$ cat src/rtl/char_motion_ctrl.sv
// Per-player character controller: keyboard make/break events -> held-key set,
// frame-tick driven walk/jump/attack/hurt/death. Optional macro: DOUBLE_JUMP_EN.
module char_motion_ctrl #(
    parameter int         X_W        = 10,
    parameter int         SCR_W      = 640,
    parameter int         SPR_W      = 32,
    parameter int         X_INIT     = 100,
    parameter int         GROUND_Y   = 400,
    parameter int         STEP       = 2,
    parameter int         JUMP_V     = 12,
    parameter int         GRAV       = 1,
    parameter int         TICK_DIV   = 833333,
    parameter int         ATK_TICKS  = 12,
    parameter int         HURT_TICKS = 20,
    parameter int         HP_MAX     = 100,
    parameter logic [9:0] KEY_L      = 10'h06B,
    parameter logic [9:0] KEY_R      = 10'h074,
    parameter logic [9:0] KEY_J      = 10'h075,
    parameter logic [9:0] KEY_A      = 10'h029
) (
    input  logic           i_clk,
    input  logic           i_rst_n,
    input  logic           i_key_valid,
    input  logic [9:0]     i_keycode,
    input  logic           i_key_break,
    input  logic           i_hit,
    input  logic [7:0]     i_hit_dmg,
    output logic [X_W-1:0] o_x,
    output logic [X_W-1:0] o_y,
    output logic [2:0]     o_state,
    output logic           o_facing,
    output logic [4:0]     o_gesture,
    output logic [7:0]     o_hp,
    output logic           o_tick
);

    localparam int CW    = (TICK_DIV > 1) ? $clog2(TICK_DIV) : 1;
    localparam int XS    = X_W + 1;
    localparam int YS    = X_W + 2;
    localparam int X_MAX = SCR_W - SPR_W;

    localparam logic signed [7:0] VY_JUMP = 8'(-JUMP_V);
    localparam logic signed [7:0] VY_MAX  = 8'sd127;
    localparam logic signed [7:0] VY_MIN  = -8'sd127;

    typedef enum logic [2:0] {
        ST_IDLE   = 3'd0,
        ST_WALK   = 3'd1,
        ST_JUMP   = 3'd2,
        ST_ATTACK = 3'd3,
        ST_HURT   = 3'd4,
        ST_DEAD   = 3'd5
    } state_t;

    logic [CW-1:0]     cnt_q;
    logic              held_l_q;
    logic              held_r_q;
    logic              held_j_q;
    logic              held_a_q;
    state_t            state_q;
    logic [X_W-1:0]    x_q;
    logic [X_W-1:0]    y_q;
    logic signed [7:0] vy_q;
    logic              facing_q;
    logic [7:0]        timer_q;
    logic [7:0]        hp_q;
    logic [1:0]        frame_q;
    logic [2:0]        fdiv_q;
`ifdef DOUBLE_JUMP_EN
    logic              dj_arm_q;
    logic              j_prev_q;
`endif

    logic               tick;
    logic               move_l;
    logic               move_r;
    logic signed [XS-1:0] x_ext;
    logic signed [XS-1:0] x_sum;
    logic [X_W-1:0]     x_d;
    logic signed [YS-1:0] y_sum;
    logic [X_W-1:0]     y_d;
    logic               landed;
    logic signed [9:0]  vy_sum;
    logic signed [7:0]  vy_grav;
    logic [7:0]         hp_after;
    logic               hit_ok;

    // Frame tick divider; motion only advances on the wrap cycle.
    always_ff @(posedge i_clk or negedge i_rst_n) begin
        if (!i_rst_n) begin
            cnt_q <= '0;
        end else if (cnt_q == CW'(TICK_DIV - 1)) begin
            cnt_q <= '0;
        end else begin
            cnt_q <= cnt_q + 1'b1;
        end
    end

    assign tick = (cnt_q == CW'(TICK_DIV - 1));

    always_ff @(posedge i_clk or negedge i_rst_n) begin
        if (!i_rst_n) begin
            held_l_q <= 1'b0;
            held_r_q <= 1'b0;
            held_j_q <= 1'b0;
            held_a_q <= 1'b0;
        end else if (i_key_valid) begin
            if (i_keycode == KEY_L) held_l_q <= ~i_key_break;
            if (i_keycode == KEY_R) held_r_q <= ~i_key_break;
            if (i_keycode == KEY_J) held_j_q <= ~i_key_break;
            if (i_keycode == KEY_A) held_a_q <= ~i_key_break;
        end
    end

    // Opposing direction keys cancel each other.
    assign move_l = held_l_q & ~held_r_q;
    assign move_r = held_r_q & ~held_l_q;

    always_comb begin
        x_ext = $signed({1'b0, x_q});
        x_sum = x_ext;
        if (move_r) begin
            x_sum = x_ext + XS'(STEP);
        end else if (move_l) begin
            x_sum = x_ext - XS'(STEP);
        end
        if (x_sum < 0) begin
            x_d = '0;
        end else if (x_sum > XS'(X_MAX)) begin
            x_d = X_W'(X_MAX);
        end else begin
            x_d = x_sum[X_W-1:0];
        end
    end

    always_comb begin
        y_sum  = $signed({2'b00, y_q}) + YS'(vy_q);
        landed = 1'b0;
        if (y_sum >= YS'(GROUND_Y)) begin
            landed = 1'b1;
            y_d    = X_W'(GROUND_Y);
        end else if (y_sum < 0) begin
            y_d = '0;
        end else begin
            y_d = y_sum[X_W-1:0];
        end
    end

    always_comb begin
        vy_sum = 10'(vy_q) + 10'(GRAV);
        if (vy_sum > 10'(VY_MAX)) begin
            vy_grav = VY_MAX;
        end else if (vy_sum < 10'(VY_MIN)) begin
            vy_grav = VY_MIN;
        end else begin
            vy_grav = vy_sum[7:0];
        end
    end

    assign hp_after = (hp_q > i_hit_dmg) ? (hp_q - i_hit_dmg) : 8'd0;
    assign hit_ok   = i_hit && (state_q != ST_HURT) && (state_q != ST_DEAD);

    // Character FSM. A hit in the same cycle as a tick replaces the tick's update.
    always_ff @(posedge i_clk or negedge i_rst_n) begin
        if (!i_rst_n) begin
            state_q  <= ST_IDLE;
            x_q      <= X_W'(X_INIT);
            y_q      <= X_W'(GROUND_Y);
            vy_q     <= '0;
            facing_q <= 1'b0;
            timer_q  <= '0;
            hp_q     <= 8'(HP_MAX);
            frame_q  <= '0;
            fdiv_q   <= '0;
`ifdef DOUBLE_JUMP_EN
            dj_arm_q <= 1'b0;
            j_prev_q <= 1'b0;
`endif
        end else if (hit_ok) begin
            hp_q    <= hp_after;
            frame_q <= '0;
            fdiv_q  <= '0;
            if (hp_after == 8'd0) begin
                state_q <= ST_DEAD;
            end else begin
                state_q <= ST_HURT;
                timer_q <= 8'(HURT_TICKS);
                vy_q    <= '0;
                y_q     <= X_W'(GROUND_Y);
            end
        end else if (tick) begin
            frame_q <= '0;
            fdiv_q  <= '0;
`ifdef DOUBLE_JUMP_EN
            j_prev_q <= held_j_q;
`endif
            case (state_q)
                ST_IDLE, ST_WALK: begin
                    if (held_a_q) begin
                        state_q <= ST_ATTACK;
                        timer_q <= 8'(ATK_TICKS);
                    end else if (held_j_q) begin
                        state_q <= ST_JUMP;
                        vy_q    <= VY_JUMP;
`ifdef DOUBLE_JUMP_EN
                        dj_arm_q <= 1'b1;
`endif
                    end else if (move_l || move_r) begin
                        state_q  <= ST_WALK;
                        x_q      <= x_d;
                        facing_q <= move_l;
                        // Walk cycle frame advances every 8 ticks spent walking.
                        if (state_q == ST_WALK) begin
                            fdiv_q  <= fdiv_q + 3'd1;
                            frame_q <= (&fdiv_q) ? frame_q + 2'd1 : frame_q;
                        end
                    end else begin
                        state_q <= ST_IDLE;
                    end
                end
                ST_JUMP: begin
                    x_q <= x_d;
                    if (move_l || move_r) facing_q <= move_l;
                    if (landed) begin
                        y_q     <= X_W'(GROUND_Y);
                        vy_q    <= '0;
                        state_q <= ST_IDLE;
`ifdef DOUBLE_JUMP_EN
                        dj_arm_q <= 1'b1;
`endif
                    end else begin
                        y_q  <= y_d;
                        vy_q <= vy_grav;
`ifdef DOUBLE_JUMP_EN
                        if (dj_arm_q && held_j_q && !j_prev_q) begin
                            vy_q     <= VY_JUMP;
                            dj_arm_q <= 1'b0;
                        end
`endif
                    end
                end
                ST_ATTACK, ST_HURT: begin
                    if (timer_q <= 8'd1) begin
                        timer_q <= '0;
                        state_q <= ST_IDLE;
                    end else begin
                        timer_q <= timer_q - 8'd1;
                    end
                end
                default: begin
                end
            endcase
        end
    end

    assign o_x       = x_q;
    assign o_y       = y_q;
    assign o_state   = state_q;
    assign o_facing  = facing_q;
    assign o_gesture = {state_q, frame_q};
    assign o_hp      = hp_q;
    assign o_tick    = tick;

endmodule

$ cat config.mk
export PLATFORM = sky130hd
export DESIGN_NAME = char_motion_ctrl
export DESIGN_NICKNAME = d
export VERILOG_FILES = /design/src/rtl/char_motion_ctrl.sv
export SDC_FILE = /design/constraint.sdc
export NUM_CORES = 1
export LEC_CHECK = 0
export CAP_MARGIN = 30
export CORE_MARGIN = 1
export CORE_UTILIZATION = 57
export CTS_CLUSTER_SIZE = 28
export DETAILED_ROUTE_END_ITERATION = 7
export PLACE_DENSITY = 0.81
export SETUP_SLACK_MARGIN = 0.05
export SLEW_MARGIN = 20
export SYNTH_ARGS = -nofsm -noshare
export SYNTH_HDL_FRONTEND = slang
export SYNTH_SLANG_ARGS = --single-unit
$ cat constraint.sdc
create_clock -name i_clk -period 3.27 [get_ports i_clk]
set_input_delay 0.327 -clock i_clk [delete_from_list [all_inputs] [get_ports i_clk]]
set_output_delay 0.327 -clock i_clk [all_outputs]
set_load 0.1 [all_outputs]
After elaboration in Yosys (flattened, before gate mapping)
Cells that the tools add are included.
W data, S select, Z words.
- bits of input ports: 23
- bits in writable memories: 0
- memories kept: 0
- register bits: 77
- latch bits: 0
- logic and storage cells: 144
- output and inout port bits: 38
- ROM bits: 0
- div/mod/pow operators: 0
- $mul: 0
- equal/unequal tests: 21
- add/subtract/negate cells: 9
- shifts and indexed selects: 0
- $lt $le $gt $ge: 8
- reductions and logical operators: 25
- bitwise operators: 6
- multiplexer cells: 61
- operator list (cell ; number):
    $mux W10 ; 12
    $mux W8 ; 14
    $mux W3 ; 11
    $pmux W8 S2 ; 2
    $eq A10 B7 Y1 const B ; 3
    $mux W11 ; 2
    $ne A3 B3 Y1 const B ; 7
    $add A20 B1 Y20 const B ; 1
    $eq A20 B20 Y1 const B ; 1
    $mux W2 ; 10
    $mux W20 ; 1
    $pmux W10 S2 ; 1
    $add A11 B8 Y12 ; 1
    $ge A12 B10 Y1 const B ; 1
    $lt A12 B1 Y1 const B ; 1
    $add A10 B2 Y11 const B ; 1
    $gt A11 B11 Y1 const B ; 1
    $lt A11 B1 Y1 const B ; 1
    $sub A10 B2 Y11 const B ; 1
    $eq A10 B6 Y1 const B ; 1
    $reduce_and A2 Y1 ; 5
    $reduce_and A5 Y1 ; 2
    $add A8 B2 Y9 const B ; 1
    $gt A9 B8 Y1 const B ; 1
    other kinds (28) ; 48

Longest topological paths before layout
Gate-level depths: netlist of run 1.
- depth in word-level cells: 11
- depth in mapped cells: 13
- gate-level depth less buffers: 12

Worst setup path before layout of run 1
OpenSTA, ideal clock, no wires.
- path kind: register to register
- start: register cnt_q[0]
- end: register x_q[5], in the netlist o_x[5]
- data required time: 3.191 ns
- buffers on the path: 1
- clock period less this slack: 3.412 ns
- arrival: 3.334 ns
- setup time: 0.079 ns
- stages on the path, launching flop included: 11
- path slack: -0.142 ns
- cells stage by stage: dfrtp_1 > inv_1 > ha_1 > and4b_1 > nand3_1 > nor2_1 > nand3_1 > clkbuf_1 > or3_1 > a31o_2 > o21ai_0
- cells in the longest elaborated chain, start to end: 2
- RTL lines (what ; line ; text):
    from (decl) ; 55 ; logic [CW-1:0] cnt_q;
    from (signal assigned) ; 95 ; cnt_q <= cnt_q + 1'b1;
    $eq A20 B20 Y1 ; 99 ; assign tick = (cnt_q == CW'(TICK_DIV - 1));
    named net o_tick ; 34 ; output logic o_tick
    $reduce_and A6 Y1 (no line) ; n/a ;
    to (signal assigned) ; 167 ; x_q <= X_W'(X_INIT);
    to (decl) ; 61 ; logic [X_W-1:0] x_q;
The timed path passes the listed nets, and every way through them passes these cells.
A chain may end at the register's enable or synchronous reset.

Final worst setup path of run 1
- start: register vy_q[1]
- end: register vy_q[6]
- cells in the longest elaborated chain, start to end: 8
- elaborated cells between the ends (all ways): 12
- classes of those cells: add/sub: 2; order compare: 3; mux: 7
- RTL lines (what ; line ; text):
    from (decl) ; 63 ; logic signed [7:0] vy_q;
    from (signal assigned) ; 233 ; vy_q <= vy_grav;
    $add A8 B2 Y9 ; 150 ; vy_sum = 10'(vy_q) + 10'(GRAV);
    $lt A9 B8 Y1 ; 153 ; end else if (vy_sum < 10'(VY_MIN)) begin
    $mux W8 ; 153 ;
    $mux W8 ; 151 ; if (vy_sum > 10'(VY_MAX)) begin
    $mux W8 (*) ; 224 ; if (landed) begin
    $pmux W8 S2 (*) ; 197 ; case (state_q)
    $mux W8 (*) ; 191 ; end else if (tick) begin
    $mux W8 (*) ; 179 ; end else if (hit_ok) begin
Mark *: on every way between the ends. The rest lies on a longest branch, timed or not. The select of a mux whose other input is x is not followed.

==> out/summary.txt, run 1 <==
synthesized area = 5240 µm²
post-route ant nets = 0
area delta synth->final = 18.1%
Buffers on Ports = 59
share of cells above drive strength 1 = 10.2%
total design power = 3.05 mW
part of the Yosys area used for sequential elements = 36.5%
grt met1 use = 35.7%
met2 usage = 45.7%
Total GRT Usage = 27.2%
Final Max Slew Viols = 0
H-Tree Depth = 3
RSZ-0062 raised after global routing = no
clk root buf = clkbuf_8
DP Area = 5950 µm²
Avg Cell Area, Syn = 8.59 µm²
# rows = 34
violated checks = DRC
critical path arrival = 3.31 ns
Synth top area share = 32.0%
Top Usage Layer GRT = met2
nets = 730
number of flops mapped to enable cells by yosys = 0
routability congestion estimate = 0.872
drt drc = 2
Worst slew margin = 34.7%
first-pass GRT wire length = 21.4 mm
area leader, netlist = dfrtp_1
Tcrit/Tclk final = 93.5%
Reg2Reg Setup Slack = 0.21 ns
per-cell routed wire length = 15.7 µm
synth top area cells = dfrtp_1 32%, ha_1 7.4%, nand2_1 5.2%
number of diodes = 0
synthesis-stage register bit count = 76
Crit Path Class = flip-flop to flip-flop
Synth Instances = 610
Ys Warns = 0
Iteration-0 DRC Markers = 301
Die Wd = 97.9 µm
Crit Path Max Fanout = 8
status = complete, but fails checks
DRT Wirelength = 12.3 mm
first-pass detailed-route iteration total = 7
Peak VDD IR = 0.364 mV
Worst Tran Pin Value = 0.977 ns
worst r2r src = vy_q[1]
Pwr per Cell Area = 493 nW/µm²
predominant post-synthesis flop cell = dfrtp_1
Initial Util = 59.5%
top post-synthesis cells by count = 72 x nand2_1, 67 x dfrtp_1, 49 x o21ai_0
dpl hpwl = 9.22 mm
largest net degree at the start of global routing = 45
core region area = 8810 µm²
worst hold stages = 1
fin crit period = 3.06 ns
Post-synth ARST share = 100%
fin area = 6190 µm²
IO Pins = 61
setup TNS = 0 ns
count leader, synth = nand2_1
CP Launch Type = flip-flop
Worst R2R Path Depth = 10
Distinct cells, synth = 74
Worst-path clk slew = 0.08 ns
critical path endpoint category = flip-flop
Max-Cap Viols = 0
grt met3 use = 3.44%
Setup violations, final = 0
Num CTS Buffers = 9
number of global-route vias before repair = 4710
Skew-Pair Late Insertion Delay = 0.36 ns
die area = 9580 µm²
routed vias = 4775
hold crit path type = flip-flop to flip-flop
capturing point of the worst reg2reg path = vy_q[6]
CTS max path bufs = 2
Final Hold Vio Count = 0
achievable frequency = 0.327 GHz
syn_nets = 666
Clock Skews = 0.0112 ns
number of vias per cell = 6.07
CP endpoint = vy_q[6]
antenna violations before repair = 0
Leak Pwr = 2.75 nW
WP data required = 3.52 ns
TritonCTS clock tree = yes
Overflow after GRT = 0
CTS sink count = 76
chip height = 97.9 µm
worst setup path start = vy_q[1]
## kinds of logic after synthesis
family,after synthesis,share of synthesized area (%)
simple gates,224,21.5
flops,76,36.5
other cells,1,0.0715
xor+xnor,39,6.52
compound gates,167,21.2
mux,5,1.00
fa+ha+maj,33,8.16
buf+inv,65,5.04
## stage by stage
stage	setup WS (ns)	util (%)	hold WS, ns	std cells
4_1_cts	0.209	70.1	0.486	786
6_report	0.214	70.3	0.482	787
3_3_place_gp	0.0871	67.6	0.364	769
2_1_floorplan	0.0695	-	0.0314	610
3_5_place_dp	-0.0351	67.6	0.372	769
5_1_grt	0.0698	70.3	0.522	787
## critical path, cell delays in order (launching register included)
cell	delay [ns]
dfrtp_1	0.50
inv_1	0.13
fa_1	0.44
nand2b_1	0.18
a21oi_1	0.27
o211ai_1	0.15
a21oi_1	0.20
xnor2_1	0.12
a221oi_2	0.40
o21ai_2	0.19
a222oi_1	0.37
## flip-flops by register name, indices dropped and copies added (netlist names)
name      cells
cnt_q        20
o_y          10
o_x           9
o_hp          8
timer_q       8
vy_q          8
fdiv_q        3
o_state       3
frame_q       2
held_a_q      1
held_j_q      1
held_l_q      1
held_r_q      1
o_facing      1
## cells in the final DEF (no fill, tap or decap), types with 4 or more instances in the layout
| master | Yosys | routed |
|---|---|---|
| nand3_1 | 20 | 20 |
| nand4_1 | 10 | 10 |
| clkbuf_8 | 0 | 9 |
| o31ai_1 | 6 | 6 |
| clkdlybuf4s50_1 | 0 | 49 |
| and2_1 | 9 | 9 |
| xnor2_1 | 17 | 17 |
| a21o_1 | 8 | 8 |
| nand2b_1 | 9 | 9 |
| a22oi_1 | 4 | 4 |
| o21ai_0 | 49 | 47 |
| nor2_1 | 44 | 43 |
| nand2_1 | 72 | 72 |
| a31oi_1 | 5 | 5 |
| ha_1 | 31 | 31 |
| nor3_1 | 11 | 11 |
| o22ai_1 | 9 | 9 |
| nand3b_1 | 5 | 5 |
| nor4_1 | 8 | 8 |
| inv_1 | 43 | 43 |
| xor2_1 | 22 | 22 |
| o211ai_1 | 8 | 8 |
| buf_4 | 4 | 25 |
| dfstp_2 | 9 | 9 |
| or4_1 | 4 | 4 |
| nor2b_1 | 6 | 6 |
| a21oi_1 | 33 | 33 |
| or3_1 | 7 | 7 |
| dfrtp_1 | 67 | 64 |
## final cells by class
type	instances	area, µm²
multi-input combinational	469	3070
fill	700	2620
sequential	76	1920
timing repair buffer	75	688
inverter	43	161
tap	108	135
clock buffer	10	128
clock inverter	6	88.8
## where the power goes
group	internal (mW)	total, mW	switching [mW]
Sequential	0.997	1.09	0.0948
Clock	0.430	0.796	0.366
Combinational	0.362	1.17	0.803
Total	1.79	3.05	1.26
## per-layer routing
layer / wire length (µm) / share of wire (%)
met2: 6070 / 49
met5: 0 / 0
met1: 5510 / 45
met3: 529 / 4.3
met4: 218 / 1.8
## how the worst min path moves through the flow
stage | start | endpoint
floorplan | i_rst_n | cnt_q[0]
global placement | i_rst_n | o_y[3]
detailed placement | i_rst_n | o_y[3]
CTS | timer_q[7] | timer_q[7]
global route | timer_q[7] | timer_q[7]
finish | timer_q[7] | timer_q[7]
## timing repair
item	4_1_cts	5_1_grt
buffers inserted	0	1
hold endpoints to repair	36	0
endpoints found under the setup margin	0	9
gates resized for setup	0	3
hold buffers	1	0
(Power assumes the default switching activity.)
==> run 2, diff against run 1 <==
Settings changed: ABC_AREA from default to 1, CORE_UTILIZATION 57 to 58.
==> out/summary.txt, run 2 <==
IO Pins = 61 (unchanged)
P_sw = 2.45 mW (+94%)
dpl hpwl = 10.7 mm (+16%)
fin crit period = 2.76 ns (-0.296 ns)
critical path endpoint category = flip-flop
Crit Path Max Fanout = 17 (+9)
status = finished clean
CTS max path bufs = 2 (unchanged)
P_int = 2.15 mW (+20%)
Layout fillers = 878 (+25%)
power share of the combinational group = 57.0% (+19 points)
Buffers on Ports = 59 (unchanged)
achievable frequency = 0.362 GHz (+11%)
Resized Gates After CTS = 0 (unchanged)
Num CTS Buffers = 9 (unchanged)
synthesis-stage register bit count = 76 (unchanged)
synth top area cells = dfrtp_1 28%, nand2_1 14%, inv_1 7.8%
Initial Util = 60.0% (+0.48 points)
Final Max Slew Viols = 0 (unchanged)
critical path arrival = 3.06 ns (-0.25 ns)
Worst-path clk slew = 0.09 ns (about the same)
nets = 943 (+29%)
DRT Wirelength = 14.0 mm (+14%)
Clock power frac = 15.1% (-11 points)
antenna violations before repair = 0 (unchanged)
hold crit path type = input port to asynchronous set/reset pin
Crit Path Class = flip-flop to flip-flop
share of cells above drive strength 1 = 9.19% (-0.97 points)
Clock Skews = 0.0100 ns (-0.00113 ns)
Post-synth ARST share = 100% (unchanged)
# rows = 36 (+5.9%)
drt drc = 0 (-2)
Worst slew margin = 31.7% (-3.0 points)
area leader, netlist = dfrtp_1
most common cell after layout, fill and taps aside = nand2_1
Tcrit/Tclk final = 84.4% (-9.0 points)
top post-synthesis cells by count = 219 x nand2_1, 123 x inv_1, 84 x nor2_1
routability congestion estimate = 0.915 (+4.9%)
Reg2Reg Setup Slack = 0.51 ns (+0.30 ns)
per-cell routed wire length = 13.7 µm (-13%)
synthesized area = 5890 µm² (+12%)
die area = 10600 µm² (+10%)
largest net degree at the start of global routing = 77 (+71%)
most frequent cells in the layout = 219 x nand2_1, 123 x inv_1, 84 x nor2_1
CTS sink count = 76 (unchanged)
post-route ant nets = 0 (unchanged)
Peak VDD IR = 0.420 mV (+15%)
routed vias = 5585 (+17%)
setup TNS = 0 ns (unchanged)
Synth top area share = 28.5% (-3.5 points)
CP Launch Type = flip-flop
number of vias per cell = 5.45 (-10%)
Pwr per Cell Area = 683 nW/µm² (+38%)
Distinct cells, synth = 51 (-31%)
sequential fraction of design power = 27.9% (-7.9 points)
Leak Pwr = 3.41 nW (+24%)
chip height = 103 µm (+5.0%)
Max-Cap Viols = 0 (unchanged)
clk root buf = clkbuf_8
Ys Warns = 0 (unchanged)
area delta synth->final = 14.3%
predominant post-synthesis flop cell = dfrtp_1
TritonCTS clock tree = yes
count leader, synth = nand2_1
core region area = 9820 µm² (+12%)
number of global-route vias before repair = 5315 (+13%)
Avg Cell Area, Syn = 7.08 µm² (-18%)
Iteration-0 DRC Markers = 320 (+6.3%)
Skew-Pair Late Insertion Delay = 0.36 ns (about the same)
first-pass GRT wire length = 23.7 mm (+11%)
Worst Tran Pin Value = 1.02 ns (+0.0444 ns)
number of diodes = 0 (unchanged)
Total GRT Usage = 28.6% (+1.3 points)
Most flops, register = cnt_q
WP data required = 3.57 ns (+0.05 ns)
max FFs per register = 20 (unchanged)
H-Tree Depth = 3 (unchanged)
Sw Share = 53.3% (+12 points)
number of flops mapped to enable cells by yosys = 0 (unchanged)
Setup violations, final = 0 (unchanged)
Final Hold Vio Count = 0 (unchanged)
Synth Instances = 832 (+36%)
RSZ-0062 raised after global routing = no
first-pass detailed-route iteration total = 5 (-2)
syn_nets = 888 (+33%)
part of the Yosys area used for sequential elements = 32.5% (-4.0 points)
Overflow after GRT = 0 (unchanged)
Die Wd = 103 µm (+5.0%)
post-layout util = 68.6% (-1.7 points)
[run 2: cell types whose count changed in the layout (fill, tap and decap cells not counted), sizes merged, moves of 9 or more]
cell	before	now
a21oi	34	21
inv	43	132
nand3	20	72
nand2b	9	0
o22ai	9	0
nand2	72	233
buf	25	9
nor2	44	91
nand4	10	35
[run 2: timing repair]
item                                   4_1_cts  5_1_grt
endpoints found under the hold margin        0       27
buffers inserted                             0        0
hold buffers                                 0        1
[run 2: kinds of logic (layout without fill, tap and decap cells)]
kind of cell	count (synthesis)	after routing	share of synthesized area, %
AO/OA/AOI/OAI	81	81	8.52
AND/OR/NAND/NOR	460	460	36.1
XOR/XNOR	31	31	4.61
flip-flops	76	76	32.5
other	1	1	0.0636
multiplexers	4	4	0.680
adder cells (fa/ha/maj)	33	33	7.26
buffers and inverters	146	206	10.3
[run 2: worst paths after layout]
kind / start / end / cells after the start
worst max-delay path: vy_q[0] / o_state[0] / 15
worst min-delay path: i_rst_n / timer_q[7] / 2
worst max register to register: vy_q[0] / o_state[0] / 15
worst min register to register: o_hp[6] / o_hp[6] / 2
max in group asynchronous: i_rst_n / o_x[6] / 3
min in group i_clk: o_hp[6] / o_hp[6] / 2
[run 2: final cells by class]
| cell class | count | area [µm²] | area share (%) |
|---|---|---|---|
| Clock inverter | 7 | 65.1 | 0.966 |
| Tap cell | 133 | 166 | 2.47 |
| Clock buffer | 9 | 124 | 1.84 |
| Sequential cell | 76 | 1910 | 28.4 |
| Timing Repair Buffer | 62 | 611 | 9.06 |
| Multi-Input combinational cell | 610 | 3370 | 50.1 |
| Inverter | 128 | 483 | 7.17 |
[run 2: critical path, stage by stage (launching register included)]
cell     delay (ns)
dfrtp_1        0.51
ha_1           0.30
inv_1          0.07
fa_1           0.41
inv_1          0.10
nand3_1        0.07
nand3_1        0.11
xnor2_1        0.17
nand3_1        0.11
nand3_1        0.07
nand2_1        0.06
nand2_2        0.24
nand3_1        0.19
nand3_1        0.16
nand2_1        0.07
nand2_1        0.06
[run 2: per-layer routing]
metal	wire, µm	GRT usage (%)
met2	7040	48.2
met4	223	11.2
met3	605	3.32
met1	6180	37.7
met5	0	0
[run 2: power groups by stage]
stage	Sequential, mW	Combinational (mW)	Clock (mW)
floorplan	1.65	1.74	0
global placement	1.29	2.53	0
detailed placement	1.30	2.58	0
CTS	1.28	2.60	0.711
global route	1.30	2.91	0.749
finish	1.28	2.62	0.695
[run 2: metrics by stage]
step / setup slack, ns / instances / instance area [µm²] / hold slack [ns] / power [mW]
floorplan: 0.422 / 832 / 5890 / 0.0314 / 3.39
global placement: 0.519 / 1007 / 6520 / 0.468 / 3.81
detailed placement: 0.412 / 1007 / 6520 / 0.479 / 3.88
CTS: 0.539 / 1023 / 6710 / 0.142 / 4.59
global route: 0.210 / 1025 / 6740 / 0.491 / 4.96
finish: 0.509 / 1025 / 6740 / 0.435 / 4.60
